<file path="src/rtl/cmn_stream_pkg.sv">
// Shared types for the cmn_stream blocks.
// Holds the one-entry slot state and the select-width helper.
package cmn_stream_pkg;

    typedef enum logic {
        EMPTY = 1'b0,
        FULL  = 1'b1
    } slot_state_e;

    // Width of a select field addressing n channels (never zero).
    function automatic int CMN_SEL_W(input int n);
        return (n > 1) ? $clog2(n) : 1;
    endfunction

endpackage

</file>
<file path="src/rtl/cmn_stream_demux_slot.sv">
// One-entry val/rdy output buffer used per demux channel.
// Ports: clk/reset, load+msg_in (fill), free (can take a load now),
//        send_val/send_rdy/send_msg (consumer side).
module cmn_stream_demux_slot
    import cmn_stream_pkg::*;
#(
    parameter int nbits = 32
) (
    input  logic             clk,
    input  logic             reset,
    input  logic             load,
    input  logic [nbits-1:0] msg_in,
    output logic             free,
    output logic             send_val,
    input  logic             send_rdy,
    output logic [nbits-1:0] send_msg
);

    slot_state_e      state_q, state_d;
    logic [nbits-1:0] msg_q, msg_d;

    // Kept apart from the next-state logic: free feeds the top-level
    // load decision, which in turn feeds back into this slot.
    assign free     = (state_q == EMPTY) || send_rdy;
    assign send_val = (state_q == FULL);
    assign send_msg = msg_q;

    always_ff @(posedge clk) begin
        if (reset) begin
            state_q <= EMPTY;
            msg_q   <= '0;
        end else begin
            state_q <= state_d;
            msg_q   <= msg_d;
        end
    end

    always_comb begin
        state_d = state_q;
        msg_d   = msg_q;
        unique case (state_q)
            EMPTY: begin
                if (load) begin
                    state_d = FULL;
                    msg_d   = msg_in;
                end
            end
            FULL: begin
                // Drain plus load keeps the slot full with the new
                // message, so the output sees no bubble.
                if (load) begin
                    msg_d = msg_in;
                end else if (send_rdy) begin
                    state_d = EMPTY;
                end
            end
            default: state_d = EMPTY;
        endcase
    end

endmodule

</file>
<file path="src/rtl/cmn_stream_demux.sv">
// Registered 1-to-N val/rdy demux with per-output one-entry buffers.
// Ports: recv_* (producer, sel/bcast steering), send_* (N consumers),
//        err_sel (sticky out-of-range select flag).
module cmn_stream_demux
    import cmn_stream_pkg::*;
#(
    parameter int nbits    = 32,
    parameter int noutputs = 4
) (
    input  logic                                  clk,
    input  logic                                  reset,
    input  logic                                  recv_val,
    output logic                                  recv_rdy,
    input  logic [nbits-1:0]                      recv_msg,
    input  logic [CMN_SEL_W(noutputs)-1:0]        recv_sel,
    input  logic                                  recv_bcast,
    output logic [noutputs-1:0]                   send_val,
    input  logic [noutputs-1:0]                   send_rdy,
    output logic [nbits-1:0]                      send_msg [0:noutputs-1],
    output logic                                  err_sel
);

    localparam int SW = CMN_SEL_W(noutputs);

    logic [noutputs-1:0] hit;
    logic [noutputs-1:0] tgt;
    logic [noutputs-1:0] free;
    logic [noutputs-1:0] load;
    logic                oor;
    logic                recv_fire;
    logic                err_sel_q, err_sel_d;

    always_comb begin
        hit = '0;
        for (int i = 0; i < noutputs; i++) begin
            hit[i] = (recv_sel == SW'(i));
        end
    end

    // No channel matches only when sel is past the last output.
    assign oor       = ~|hit;
    assign tgt       = recv_bcast ? {noutputs{1'b1}} : hit;
    assign recv_rdy  = !reset && (&(~tgt | free));
    assign recv_fire = recv_val && recv_rdy;
    assign load      = recv_fire ? tgt : '0;
    assign err_sel_d = err_sel_q | (recv_fire & ~recv_bcast & oor);
    assign err_sel   = err_sel_q;

    always_ff @(posedge clk) begin
        if (reset) begin
            err_sel_q <= 1'b0;
        end else begin
            err_sel_q <= err_sel_d;
        end
    end

    for (genvar g = 0; g < noutputs; g++) begin : g_slot
        cmn_stream_demux_slot #(
            .nbits (nbits)
        ) u_slot (
            .clk      (clk),
            .reset    (reset),
            .load     (load[g]),
            .msg_in   (recv_msg),
            .free     (free[g]),
            .send_val (send_val[g]),
            .send_rdy (send_rdy[g]),
            .send_msg (send_msg[g])
        );
    end

endmodule

</file>
<file path="config.mk">
export PLATFORM = sky130hd
export DESIGN_NAME = cmn_stream_demux
export DESIGN_NICKNAME = d
export VERILOG_FILES = /design/src/rtl/cmn_stream_pkg.sv /design/src/rtl/cmn_stream_demux_slot.sv /design/src/rtl/cmn_stream_demux.sv
export SDC_FILE = /design/constraint.sdc
export NUM_CORES = 1
export LEC_CHECK = 0
export ABC_AREA = 1
export ABC_CLOCK_PERIOD_IN_PS = 1860
export CAP_MARGIN = 10
export CORE_ASPECT_RATIO = 0.5
export CORE_MARGIN = 5
export CORE_UTILIZATION = 44
export DETAILED_ROUTE_END_ITERATION = 8
export PLACE_DENSITY_LB_ADDON = 0.12
export SYNTH_ARGS = -nofsm -noshare
export SYNTH_HDL_FRONTEND = slang
export SYNTH_HIERARCHICAL = 1
export SYNTH_SLANG_ARGS = --single-unit
</file>
<file path="constraint.sdc">
create_clock -name clk -period 1.86 [get_ports clk]
set_input_delay 0.186 -clock clk [delete_from_list [all_inputs] [get_ports clk]]
set_output_delay 0.186 -clock clk [all_outputs]
set_load 0.02 [all_outputs]
</file>
# == Word-level counts from Yosys, hierarchy flattened ==
# Index checks and enable logic that the tools add are counted.
# op_classes
n_eq_ne,3
bitwise_logic,10
n_mux,22
n_reduce_logical,11
# op_table
cell,n
$mux 32,4
$mux 1,12
$mux 4,2
$pmux 1 s2,4
$not 1->1,5
$eq 2x2->1 const B,2
$logic_or 1x1->1,4
$not 4->4,1
$or 4x4->4,1
$reduce_and 4->1,1
$reduce_or 4->1,1
$and 1x1->1,2
$eq 2x1->1 const B,1
$logic_and 1x1->1,2
$logic_not 1->1,2
$logic_not 2->1,1
$or 1x1->1,1
# word_totals
register_bits,133

# == Depth between registers and ports, before layout ==
# depth
ltp_word,10
depth_mapped,12
mapped_depth_nobuf,11

# == Cells and area by module ==
# Netlist, hierarchy kept.
# modules_own_cells
module,instances,seq_area_each_um2,area_each_um2,cells_each
cmn_stream_demux_slot,4,660.6,1152.4,143
cmn_stream_demux,1,20.0,167.7,35

# == Worst setup path after synthesis ==
# Ideal clock, no wire load.
# synth_timing
kind,register to register
start,register g_slot[3].u_slot.state_q
end,register g_slot[0].u_slot.msg_q[17]
path_buffers,1
period_less_slack_ps,1509
t_arrival_ps,1393
setup_ps,116
slack_ps,351
path_stages_with_launch,12
required_time_ps,1744
cell_sequence,dfxtp_1 -> nand2_1 -> inv_1 -> nand2_1 -> nand2_1 -> nor2_2 -> nand3_2 -> nor2_1 -> inv_2 -> buf_6 -> nor2_1 -> nor2_1
# synth_between
elab_chain_len,7
# synth_lines
item,line_no,rtl
"start, declared",cmn_stream_demux_slot.sv:19,"slot_state_e state_q, state_d;"
"start signal, assigned",cmn_stream_demux_slot.sv:33,state_q <= state_d;
$not 1->1,cmn_stream_demux_slot.sv:24,assign free = (state_q == EMPTY) || send_rdy;
$logic_or 1x1->1,cmn_stream_demux_slot.sv:24,
named net free[3],cmn_stream_demux.sv:27,logic [noutputs-1:0] free;
$or 4x4->4,cmn_stream_demux.sv:43,assign recv_rdy = !reset && (&(~tgt | free));
$reduce_and 4->1,cmn_stream_demux.sv:43,
$logic_and 1x1->1,cmn_stream_demux.sv:43,
$logic_and 1x1->1,cmn_stream_demux.sv:44,assign recv_fire = recv_val && recv_rdy;
$mux 4,cmn_stream_demux.sv:45,assign load = recv_fire ? tgt : '0;
named net load[0],cmn_stream_demux.sv:28,logic [noutputs-1:0] load;
"end signal, assigned",cmn_stream_demux_slot.sv:34,msg_q <= msg_d;
"end, declared",cmn_stream_demux_slot.sv:20,"logic [nbits-1:0] msg_q, msg_d;"
# The timed path passes the listed nets, and every way through them passes these cells.
# A chain may end at the register's enable or synchronous reset.

# == Final worst setup path ==
# layout_timing
start,input port recv_sel[0]
end,output port recv_rdy
# layout_between
elab_chain_len,6
# layout_lines
item,line_no,rtl
"start, declared",cmn_stream_demux.sv:15,"input logic [CMN_SEL_W(noutputs)-1:0] recv_sel,"
"$eq 2x1->1, or another cell as far along",cmn_stream_demux.sv:36,hit[i] = (recv_sel == SW'(i));
$mux 4 (*),cmn_stream_demux.sv:42,assign tgt = recv_bcast ? {noutputs{1'b1}} : hit;
$not 4->4 (*),cmn_stream_demux.sv:43,
$or 4x4->4 (*),cmn_stream_demux.sv:43,
$reduce_and 4->1 (*),cmn_stream_demux.sv:43,
$logic_and 1x1->1 (*),cmn_stream_demux.sv:43,
"end, declared",cmn_stream_demux.sv:13,"output logic recv_rdy,"
# Every way passes the cells marked *; elsewhere a longest branch is shown, timed or not.

==> results.yml <==
setup_path:
  crit_buf_inv: 3
  worst_r2r_endpoint: "g_slot[3].u_slot/send_msg[30]"
  setup.worst_path.start: "recv_sel[0]"
  cp.required_ps: 1670
  cp_num_cells: 8
  cp_max_fo: 4
  slowest_delay_ps: 510
  crit_family: "buffers and inverters"
  critical_path_class: "input pin to output pin"
  startpoint_type: "input pin"
  crit_chain: "clkdlybuf4s50_1, inv_1, nand2_1, nand2_1, nand2_2, nand2_2, nor3_1, dlygate4sd2_1"
  worstPathArrival_ps: 1490
  crit_slowest_cell: "clkdlybuf4s50_1"
  rrSetupSlack_ps: 270
  critPathCaptureType: "output pin"
  rr_worst_depth: 11
  worstReg2RegStart: "g_slot[3].u_slot/send_val"
logic_synthesis:
  ys_ff_latch: 133
  syn-num-nets: 649
  yosysWarnings: 6
  ys_seq_area_frac: 0.5574
  synthCells: 607
  syn_area_per_cell_sq_um: 7.870
  syn_area_sq_um: 4777
  ys_types: 15
  synth.largest_area_cell: "dfxtp_1"
  netlist_top_cells_area: "dfxtp_1, nor2_1, o21ai_0, buf_6, clkbuf_4"
  synth_top_area_frac: 0.5574
floorplan:
  coreArea_sq_um: 10410
  row_count: 26
  die_area_sq_um: 13170
  initial_core_util: 0.4589
  die_h_um: 83.68
  io_pins: 176
  die-width_um: 157.4
timing:
  fmaxAchievable_ghz: 0.5966
  finalClockSkew_ps: 7.603
  setup_viol: 0
  hold_viol: 0
  whs_ps: 426.4
  slew_viol_final: 0
  fin_crit_sh: 0.9012
  rsz0062_at_grt: "no"
  worst_slew_pin_slew_ps: 908.7
  relSlewSlack: 0.3936
  finalCriticalPeriod_ps: 1676
clocking:
  htree_levels: 4
  clkLatencyLatePin_ps: 410
  clkTransAtPathRegs_ps: 50
  cts.sinks: 133
  root_buffer: "clkbuf_16"
  cts_buffers: 17
  tritoncts: "yes"
  clockBufferDepth: 2
finish:
  drive_above_1_share: 0.08500
  num_antenna_cells: 0
  fillers: 813
  multi_input_comb_area_sq_um: 1743
  layout_commonest_cell: "nor2_1"
  mostFrequentLayoutCells: "nor2_1, clkdlybuf4s50_1, dfxtp_1"
  regArea_sq_um: 2663
  stdcell_area_sq_um: 7318
  fin_nets: 829
  area_growth_pct: 53.20
  layoutNonFillerInstCount: 940
  final_util: 0.7030
min_path:
  min-delay-path-class: "flip-flop to flip-flop"
  min_from: "err_sel"
  holdPathEnd: "err_sel"
  holdPathStages: 2
pwr:
  internal_power_mw: 5.719
  max-vdd-ir-drop_mv: 0.6796
  pwr-share-seq: 0.404
  swShare: 0.2622
  power.leakage_nw: 3.162
  netSwitchingPower_mw: 2.032
  power.density_nw_per_um2: 1059
  p_clk_frac: 0.445
  power_frac_comb: 0.150
  p_total_mw: 7.752
placed_design:
  dpl_cell_area_sq_um: 6706
  dp.cells: 908
  hpwl_um: 10630
  place.port_buffers: 175
  gp_congestion: 0.8638
global_route:
  grt_max_degree: 33
  grt_util_all_layers: 0.2307
  grt_pass1_vias: 4528
  grt_first_pass_wirelength_um: 23920
  overflow: 0
  grt_antenna_before_repair: 0
detailed_routing:
  vias: 4628
  route.detailed.drc: 0
  first_pass_iters: 5
  vias_per_cell: 4.923
  drtIter0Drc: 220
  routed_wl_um: 15130
  wl_per_cell_um: 16.09
  antenna_left: 0
status:
  outcome: "completed"
flow_run:
  cap_viol_max_count: 0
## power groups by stage
| stage | registers [mW] | clock network [mW] | logic, mW |
|---|---|---|---|
| final | 3.13 | 3.45 | 1.17 |
| after CTS | 3.13 | 3.52 | 1.17 |
| after global routing | 3.15 | 3.64 | 1.25 |
| after global placement | 3.19 | 0 | 1.15 |
| after detailed placement | 3.19 | 0 | 1.16 |
| after floorplan | 3.40 | 0 | 0.322 |
## cell usage after synthesis (all sizes together)
cell / count
nand2: 15
nor3: 1
nor2: 262
dfxtp: 133
buf: 12
clkbuf: 24
nand3: 1
inv: 25
o21ai: 129
a21oi: 5
## layout make-up
cell class	count	area share
inverter	25	0.01316
timing repair buffer	197	0.2771
tap	140	0.02394
clock inverter	14	0.02376
multi-input combinational	413	0.2382
sequential	133	0.3638
clock buffer	18	0.06001
## state kept, by name, summed over array words and instances, names as in the netlist
name	cells
g_slot.u_slot/send_val	4
g_slot.u_slot/send_msg	128
err_sel	1
## metrics by stage
stage	setup slack, ps	setup TNS, ps
2_1_floorplan	351.2	0
3_3_place_gp	-100.6	-3127
3_5_place_dp	-142.5	-10330
4_1_cts	157.8	0
5_1_grt	95.32	0
6_report	183.7	0
## metal layers
metal | up-vias | global-route usage | routed length [um]
met2 | 170 | 0.3593 | 6891
li1 | 2294 | - | -
met1 | 2154 | 0.2988 | 6687
met5 | - | 0 | 0
met4 | 0 | 0.05933 | 94
met3 | 10 | 0.09270 | 1455
## what timing repair did
item	in CTS	in global routing
buffers inserted	0	0
setup endpoints to repair	1	0
hold buffers	0	0
resized for setup	1	0
## tightest hold or removal path, delay by kind of cell, from the launching register on
kind	cells	cell delay [ps]
buf+inv	1	50
flops	1	310
simple gates	1	30
## how the worst max path moves through the flow
stage	endpoint	slack [ps]
6_report	recv_rdy	180
4_1_cts	recv_rdy	160
3_3_place_gp	recv_rdy	-100
5_1_grt	recv_rdy	100
2_1_floorplan	g_slot[0].u_slot/send_msg[17]	350
3_5_place_dp	g_slot[3].u_slot/send_msg[30]	-140
## logic make-up (layout without fill, tap and decap cells)
logic type | after synthesis | count (layout) | synth area share
and+or+nand+nor | 279 | 279 | 0.2224
AOI/OAI and AO/OA | 134 | 134 | 0.1404
DFF | 133 | 133 | 0.5574
buffers and inverters | 61 | 254 | 0.07989
No activity file was read; power rests on OpenSTA's default activity.
